[config.mk]
export PLATFORM = sky130hd
export DESIGN_NAME = irq_request_latch_flat
export DESIGN_NICKNAME = d
export VERILOG_FILES = /design/src/rtl/irq_pkg.sv /design/src/rtl/irq_request_latch_if.sv /design/src/rtl/irq_request_latch_prio_sel.sv /design/src/rtl/irq_request_latch.sv /design/src/flat_wrapper.sv
export SDC_FILE = /design/constraint.sdc
export NUM_CORES = 1
export LEC_CHECK = 0
export ABC_AREA = 1
export CORE_MARGIN = 3
export CORE_UTILIZATION = 30
export CTS_CLUSTER_DIAMETER = 150
export CTS_CLUSTER_SIZE = 25
export DETAILED_ROUTE_END_ITERATION = 8
export GPL_TIMING_DRIVEN = 0
export PLACE_DENSITY_LB_ADDON = 0.1
export SLEW_MARGIN = 0
export SYNTH_ARGS = -nofsm -noshare
export SYNTH_HDL_FRONTEND = slang
export SYNTH_SLANG_ARGS = --single-unit
[constraint.sdc]
create_clock -name clk -period 2.8 [get_ports clk]
set_clock_uncertainty 0.2 [all_clocks]
set_input_delay 0.84 -clock clk [delete_from_list [all_inputs] [get_ports clk]]
set_output_delay 0.84 -clock clk [all_outputs]
set_load 0.005 [all_outputs]
[src/rtl/irq_pkg.sv]
// Shared types and sizing helpers for the IRQ request latch.
package irq_pkg;

    localparam int unsigned N_DEFAULT = 8;

    function automatic int unsigned code_width(input int unsigned n);
        return (n > 1) ? $clog2(n) : 1;
    endfunction

    localparam int unsigned CODE_W_DEFAULT = code_width(N_DEFAULT);

    typedef enum logic {
        ST_IDLE    = 1'b0,
        ST_PRESENT = 1'b1
    } state_e;

endpackage

[src/rtl/irq_request_latch_if.sv]
// Valid/ready code handshake between the request latch and its consumer.
interface irq_request_latch_if
    import irq_pkg::*;
#(
    parameter int unsigned N = N_DEFAULT
);
    localparam int unsigned CODE_W = code_width(N);

    logic              code_valid;
    logic              code_ready;
    logic [CODE_W-1:0] code;

    modport master (output code_valid, output code, input code_ready);
    modport slave  (input code_valid, input code, output code_ready);

endinterface

[src/rtl/irq_request_latch_prio_sel.sv]
// Combinational MSB-first priority select with an any-bit-set flag.
module pend_prio_sel
    import irq_pkg::*;
#(
    parameter int unsigned N = N_DEFAULT,
    localparam int unsigned CODE_W = code_width(N)
) (
    input  logic [N-1:0]      vec,
    output logic [CODE_W-1:0] code,
    output logic              any
);

    always_comb begin
        code = '0;
        any  = 1'b0;
        // Ascending scan: the last hit is the highest set index.
        for (int unsigned i = 0; i < N; i++) begin
            if (vec[i]) begin
                code = CODE_W'(i);
                any  = 1'b1;
            end
        end
    end

endmodule

[src/rtl/irq_request_latch.sv]
// Rising-edge request latch with mask and MSB-priority code handshake.
// Optional sticky overflow flag enabled by defining PEND_OVERFLOW_EN.
module irq_request_latch
    import irq_pkg::*;
#(
    parameter int unsigned N = N_DEFAULT
) (
    input  logic                 clk,
    input  logic                 rst_n,
    input  logic [N-1:0]         req_in,
    input  logic [N-1:0]         mask,
    input  logic                 clr_all,
    irq_request_latch_if.master  code_if,
    output logic [N-1:0]         pending,
    output logic                 overflow
);

    localparam int unsigned CODE_W = code_width(N);

    state_e            state_q, state_d;
    logic [N-1:0]      req_d_q;
    logic [N-1:0]      pending_q, pending_d;
    logic              code_valid_q, code_valid_d;
    logic [CODE_W-1:0] code_q, code_d;

    logic [N-1:0]      edge_vec;
    logic [N-1:0]      ack_vec;
    logic [N-1:0]      eligible;
    logic              accept;
    logic [CODE_W-1:0] sel_code;
    logic              sel_any;

    pend_prio_sel #(.N(N)) u_sel (
        .vec  (eligible),
        .code (sel_code),
        .any  (sel_any)
    );

    always_comb begin
        edge_vec = req_in & ~req_d_q;
        accept   = code_valid_q & code_if.code_ready;
        ack_vec  = '0;
        if (accept) begin
            ack_vec[code_q] = 1'b1;
        end
        // A new edge re-arms a bit even when its old request is being acknowledged.
        pending_d = clr_all ? '0 : ((pending_q & ~ack_vec) | edge_vec);
        eligible  = pending_q & ~mask;

        state_d      = state_q;
        code_d       = code_q;
        code_valid_d = code_valid_q;
        case (state_q)
            ST_IDLE: begin
                if (!clr_all && sel_any) begin
                    code_d       = sel_code;
                    code_valid_d = 1'b1;
                    state_d      = ST_PRESENT;
                end
            end
            ST_PRESENT: begin
                if (clr_all || accept) begin
                    code_valid_d = 1'b0;
                    state_d      = ST_IDLE;
                end
            end
            default: begin
                code_valid_d = 1'b0;
                state_d      = ST_IDLE;
            end
        endcase
    end

    always_ff @(posedge clk) begin
        req_d_q <= req_in;
        if (!rst_n) begin
            state_q      <= ST_IDLE;
            pending_q    <= '0;
            code_valid_q <= 1'b0;
            code_q       <= '0;
        end else begin
            state_q      <= state_d;
            pending_q    <= pending_d;
            code_valid_q <= code_valid_d;
            code_q       <= code_d;
        end
    end

`ifdef PEND_OVERFLOW_EN
    logic overflow_q, overflow_d;

    always_comb begin
        overflow_d = clr_all ? 1'b0
                             : (overflow_q | (|(edge_vec & pending_q & ~ack_vec)));
    end

    always_ff @(posedge clk) begin
        if (!rst_n) begin
            overflow_q <= 1'b0;
        end else begin
            overflow_q <= overflow_d;
        end
    end

    assign overflow = overflow_q;
`else
    assign overflow = 1'b0;
`endif

    assign pending            = pending_q;
    assign code_if.code_valid = code_valid_q;
    assign code_if.code       = code_q;

endmodule

[src/flat_wrapper.sv]
// flat-port wrapper written by rule: the top's interface ports become plain ports
module irq_request_latch_flat import irq_pkg::*;
#(
    parameter int unsigned N = N_DEFAULT
)
  (clk, rst_n, req_in, mask, clr_all, pending, overflow, code_if_code_valid, code_if_code, code_if_code_ready);
  irq_request_latch_if #(.N(N)) code_if_i ();
  input  logic clk;
  input  logic rst_n;
  input  logic [N-1:0] req_in;
  input  logic [N-1:0] mask;
  input  logic clr_all;
  output logic [N-1:0] pending;
  output logic overflow;
  output wire logic [$bits(code_if_i.code_valid)-1:0] code_if_code_valid;
  output wire logic [$bits(code_if_i.code)-1:0] code_if_code;
  input wire logic [$bits(code_if_i.code_ready)-1:0] code_if_code_ready;
  assign code_if_code_valid = code_if_i.code_valid;
  assign code_if_code = code_if_i.code;
  assign code_if_i.code_ready = code_if_code_ready;
  irq_request_latch #(.N(N)) u_core (.clk(clk), .rst_n(rst_n), .req_in(req_in), .mask(mask), .clr_all(clr_all), .code_if(code_if_i), .pending(pending), .overflow(overflow));
endmodule
; ---- Word-level counts from Yosys, hierarchy flattened
; Cells that the tools add are included.
[word_totals]
input_bits = 20
word_cells = 50
reg_bits = 21
output_inout_bits = 13
[classes]
reduce_logical = 7
n_eq_ne = 2
n_lt_le_gt_ge = 2
n_bitwise = 10
n_mux = 24
[ops]
columns = operator, n
row1 = 8-bit AND, 3
row2 = 8-bit inverter, 3
row3 = 3-bit 2-to-1 mux, 6
row4 = 1-bit 2-to-1 mux, 14
row5 = 8-bit 2-to-1 mux, 1
row6 = 8-bit OR, 1
row7 = 3-bit by 4-bit less-than comparator with 1-bit output (second input constant), 1
row8 = 1-bit case mux with 2 select lines, 2
row9 = 2-bit AND reduction, 2
row10 = 1-bit demux with 3-bit select, 1
row11 = 3-bit by 1-bit >= comparator with 1-bit output (second input constant), 1
row12 = 1-bit logical AND, 2
row13 = 2-bit by 1-bit inequality test with 1-bit output (second input constant), 1
row14 = 2-bit inequality test (second input constant), 1
row15 = 1-bit inverter, 2
row16 = 2-bit OR reduction, 1
row17 = 1-bit AND, 1
row18 = 1-bit logical NOT, 1
row19 = 1-bit logical OR, 1

; ---- Longest topological paths before layout
; Gate-level depths: netlist of run 1.
[logic_depth]
depth_word = 13
mapped_depth = 9
mapped_depth_nobuf = 9

; ---- Modules after synthesis
; A second synthesis of run 1 with hierarchy kept.
[hier_totals]
cells_unflattened = 132
hier_area_um2 = 879.6
[by_module_without_submodules]
columns = module, seq_area_each_um2, area_each_um2, n_inst, cells_each
row1 = irq_request_latch, 420.4, 802.0, 1, 112
row2 = pend_prio_sel, 0.0, 77.6, 1, 20

; ---- Least setup slack after synthesis of run 1
; Ideal clock, no wire load.
[synth_path]
kind = input to register
start = input mask[4]
end = register u_core.code_q[0], in the netlist u_core.code_if.code[0]
setup_time_ns = 0.112
path_buffers = 0
t_required_ns = 2.488
arrival_time_ns = 1.369
path_stages = 9
setup_slack_ns = 1.119
cell_sequence = inv_1 > nand2_2 > nand2_2 > nor2_2 > nand2_2 > nand2_4 > nand2_1 > nand2_1 > nor2_1
[synth_between]
elab_chain_len = 8
elab_cells_between_ends = 12
classes_between = mux (8) / bitwise (2) / reduce/logical (2)
[synth_lines]
columns = element, line_no
row1 = from (decl), flat_wrapper.sv:11  ; input logic [N-1:0] mask;
row2 = 8-bit inverter *, irq_request_latch.sv:48  ; eligible = pending_q & ~mask;
row3 = 8-bit AND *, irq_request_latch.sv:48
row4 = 1-bit 2-to-1 mux (4 in a row), irq_request_latch_prio_sel.sv:18  ; if (vec[i]) begin
row5 = 1-bit logical AND, irq_request_latch.sv:55  ; if (!clr_all && sel_any) begin
row6 = 2-bit AND reduction (no line), n/a
row7 = to (signal assigned), irq_request_latch.sv:85  ; code_q <= code_d;
row8 = to (decl), irq_request_latch.sv:24  ; logic [CODE_W-1:0] code_q, code_d;
; Every way passes the cells marked *; elsewhere a longest branch is shown, timed or not.
; A chain may end at the register's enable or synchronous reset.

; ---- Worst setup path in the final report of run 1
[layout_path]
start = register u_core.code_q[2], in the netlist u_core.code_if.code[2]
end = output code_if_code[2]
[layout_rtl]
columns = element, line_no
row1 = to (decl), flat_wrapper.sv:16  ; output wire logic [$bits(code_if_i.code)-1:0] code_if_code;
; No word-level cell between the ends.

==> flow_summary.json, run 1 <==
{
  "status": "finished, final reports clean",
  "cts_tree": "yes",
  "seq_power_share_pct": 57.8,
  "dr.pass1.iters": 4,
  "cp.required_ns": 1.76,
  "synthDistinctLibCells": 16,
  "cp_num_cells": 1,
  "period_share_pct": 82.59,
  "fmax_mhz": 432.4,
  "finalSetupViolCount": 0,
  "cts_buffers": 3,
  "critical_path_class": "flip-flop to output pin",
  "synth_adder_area_share_pct": 0,
  "n_antenna_cell": 0,
  "cp.buffers_inverters": 1,
  "via_per_inst": 4.395,
  "final_common_cell": "clkdlybuf4s50_1",
  "fin_crit_ns": 2.313,
  "critPathMaxFanout": 5,
  "io_buffers": 31,
  "wirelength_um": 1971,
  "finalSetupTns_ns": 0,
  "grt_util_met3_pct": 4.320,
  "clockBufferDepth": 2,
  "cts_setup_buffers": 0,
  "final_area_sq_um": 1250,
  "r2r_cells": 5,
  "clkSlewWorstSetupHoldPaths_ns": 0.11,
  "final_nets": 176,
  "floorplan.rows": 18,
  "internal_power_uw": 421.9,
  "num_vias": 813,
  "grt_overflow": 0,
  "pwr-share-clk_pct": 25.2,
  "grt_usage_pct": 12.16,
  "p_comb_share_pct": 17.0,
  "gp_congestion": 0.7997,
  "finalHoldViolCount": 0,
  "worst_path_max_delay_cell": "clkdlybuf4s50_1",
  "syn2layout_area_growth_pct": 42.92,
  "finalHoldWorstSlack_ns": 0.2865,
  "endpoint": "code_if_code[2]",
  "post-dp-hpwl_um": 1557,
  "cts_root_buf": "clkbuf_4",
  "slew_violations": 0,
  "insertion_delay_ns": 0.30,
  "yosysWarningCount": 0,
  "power_switching_uw": 138.7,
  "die_x_um": 60.00,
  "startpoint_type": "flip-flop",
  "synth_cells": 120,
  "rrSetupSlack_ns": 1.56,
  "max_stage_delay_ns": 0.54,
  "antenna_found_initial": 0,
  "final_cell_mix": "clkdlybuf4s50_1 (31), nand2_1 (29), inv_1 (22), dfxtp_1 (21), a21oi_1 (11)",
  "finalPower_uw": 560.6,
  "startpoint": "u_core.code_if.code[2]",
  "synth-seq-area-share_pct": 48.07,
  "cts_hold_buf": 0,
  "max-vdd-ir-drop_v": 0.0003399,
  "netlist_area_sq_um": 874.6,
  "drive_above_1_share_pct": 13.55,
  "cap_viol_max_count": 0,
  "drc": 0,
  "synthMuxAreaShare_pct": 0,
  "cts.sinks": 21,
  "grt_max_degree": 13,
  "leakage_nw": 0.5860,
  "crit_arrival_ns": 1.27,
  "endpoint_kind": "output pin",
  "core_area_sq_um": 2613,
  "die_y_um": 60.00,
  "path_delay_family": "buffers and inverters",
  "swShare_pct": 24.74,
  "synthSimpleGateAreaFrac_pct": 27.32,
  "hold_path.class": "flip-flop to flip-flop",
  "crit_path_cell_trace": "clkdlybuf4s50_1",
  "busiest_layer": "met2",
  "powerDensity_nw_per_um2": 448.5,
  "synth_top_family_by_area": "simple AND/OR/NAND/NOR gates",
  "rr_endpoint": "u_core.pending[0]",
  "grtUsageMet2_pct": 20.06,
  "drt_iter0_drc": 18,
  "ys_ff_latch": 21,
  "ios": 33,
  "grt_use_met1_pct": 15.07,
  "htreeDepth": 1,
  "placed_area_sq_um": 1222,
  "wire_per_inst_um": 10.65,
  "reg2reg_from": "u_core.code_if.code_valid",
  "synth_compound_area_share_pct": 13.02,
  "synth_nets": 140,
  "grt_pass1_wl_um": 3249,
  "cts_resized": 0,
  "initial_utilization_pct": 33.48,
  "ant_nets": 0,
  "grt_pass1_vias": 746,
  "dieArea_sq_um": 3599,
  "syn-mean-instance-area_sq_um": 7.288,
  "synth_xor_area_share_pct": 0,
  "grt_setup_unrepaired": "false"
}
## worst min-delay path, stage by stage, from the launching register on
cell and delay [ns]:
dfxtp_1 0.33, inv_1 0.03, nand2_1 0.04, a21oi_1 0.05
## cell families (layout without fill, tap and decap cells)
kind of cell	count (synthesis)	after routing
AOI/OAI and AO/OA	22	22
buffers and inverters	25	60
DFF	21	21
and+or+nand+nor	51	51
other	1	1
## sequential cells by signal, indices dropped and copies added, names as in the netlist
| register | flops |
|---|---|
| u_core.code_if.code | 3 |
| u_core.pending | 8 |
| u_core.req_d_q | 8 |
| u_core.code_if.code_valid | 1 |
| u_core.state_q | 1 |
## cells in the mapped netlist
master,instances,area [sq um]
nand2_2,9,56.30
nand3_1,4,20.02
inv_2,2,7.510
a21oi_1,11,55.05
nand2_1,29,108.9
dfxtp_1,21,420.4
o21ai_1,2,10.01
o21ai_0,8,40.04
buf_4,1,7.510
inv_1,22,82.58
nand2_4,1,11.26
nor2_4,1,11.26
nor2_1,5,18.77
nor2_2,2,12.51
a21oi_2,1,8.760
conb_1,1,3.750
## power groups by stage
stage          combinational [mW]  clock (mW)  sequential [mW]
2_1_floorplan              0.0421           0            0.330
3_3_place_gp               0.0954           0            0.330
3_5_place_dp               0.0961           0            0.331
4_1_cts                    0.0967       0.153            0.324
5_1_grt                     0.107       0.166            0.326
6_report                   0.0953       0.141            0.324
## layout make-up
cell class	instances	area (sq um)
clock inverter	1	5.005
buffer	1	7.507
fill	282	1363
inverter	24	90.09
timing repair buffer	31	310.3
sequential	21	420.4
multi-input combinational	74	356.6
tap	30	37.54
clock buffer	3	22.52
## metrics by stage
| step | cells | worst slack (ns) | utilization [%] |
|---|---|---|---|
| final | 185 | 0.4874 | 47.84 |
| after global routing | 185 | 0.3847 | 47.84 |
| after CTS | 185 | 0.4469 | 47.84 |
| after detailed placement | 181 | 0.5697 | 46.79 |
| after global placement | 181 | 0.5807 | 46.79 |
| after floorplan | 120 | 1.119 | - |
## metal layers
metal | share of wire (%) | up-vias
met5 | 0 | -
met4 | 0.96 | 0
met2 | 45 | 24
met1 | 47 | 355
met3 | 6.4 | 2
li1 | - | 432
## how the worst min path moves through the flow
stage                       from           endpoint  slack (ns)  depth (start not counted)
4_1_cts        u_core.req_d_q[7]  u_core.pending[7]        0.29                          3
3_3_place_gp   u_core.req_d_q[5]  u_core.pending[5]        0.27                          3
3_5_place_dp   u_core.req_d_q[7]  u_core.pending[7]        0.27                          3
2_1_floorplan  u_core.req_d_q[0]  u_core.pending[0]        0.26                          3
6_report       u_core.req_d_q[7]  u_core.pending[7]        0.29                          3
5_1_grt        u_core.req_d_q[6]  u_core.pending[6]        0.30                          3
Note: power is estimated with default switching activity, not from simulation.
==> inputs of run 2 (changes only) <==
Clock period 2.8 ns to 2.4 ns, I/O delays scaled along.
==> results of run 2 <==
The final DEF is identical to that of run 1. Status: finished, final reports clean.
Main changes from that run: setup slack after placement 0.5697 ns -> 0.2897 ns; setup slack after layout 0.4874 ns -> 0.2074 ns; register-to-register setup slack 1.56 ns -> 1.16 ns; total power 0.5606 mW -> 0.6540 mW; worst IR drop on VDD 0.0003399 V -> 0.0003965 V
==> inputs of run 3 (changes only) <==
Settings changed: SLEW_MARGIN 0 to 20.
==> results of run 3 <==
The final DEF is identical to that of run 1. Status: finished, final reports clean.
Main changes from that run: setup slack after placement 0.5697 ns -> 0.2897 ns; setup slack after layout 0.4874 ns -> 0.2074 ns; register-to-register setup slack 1.56 ns -> 1.16 ns; total power 0.5606 mW -> 0.6540 mW; worst IR drop on VDD 0.0003399 V -> 0.0003965 V
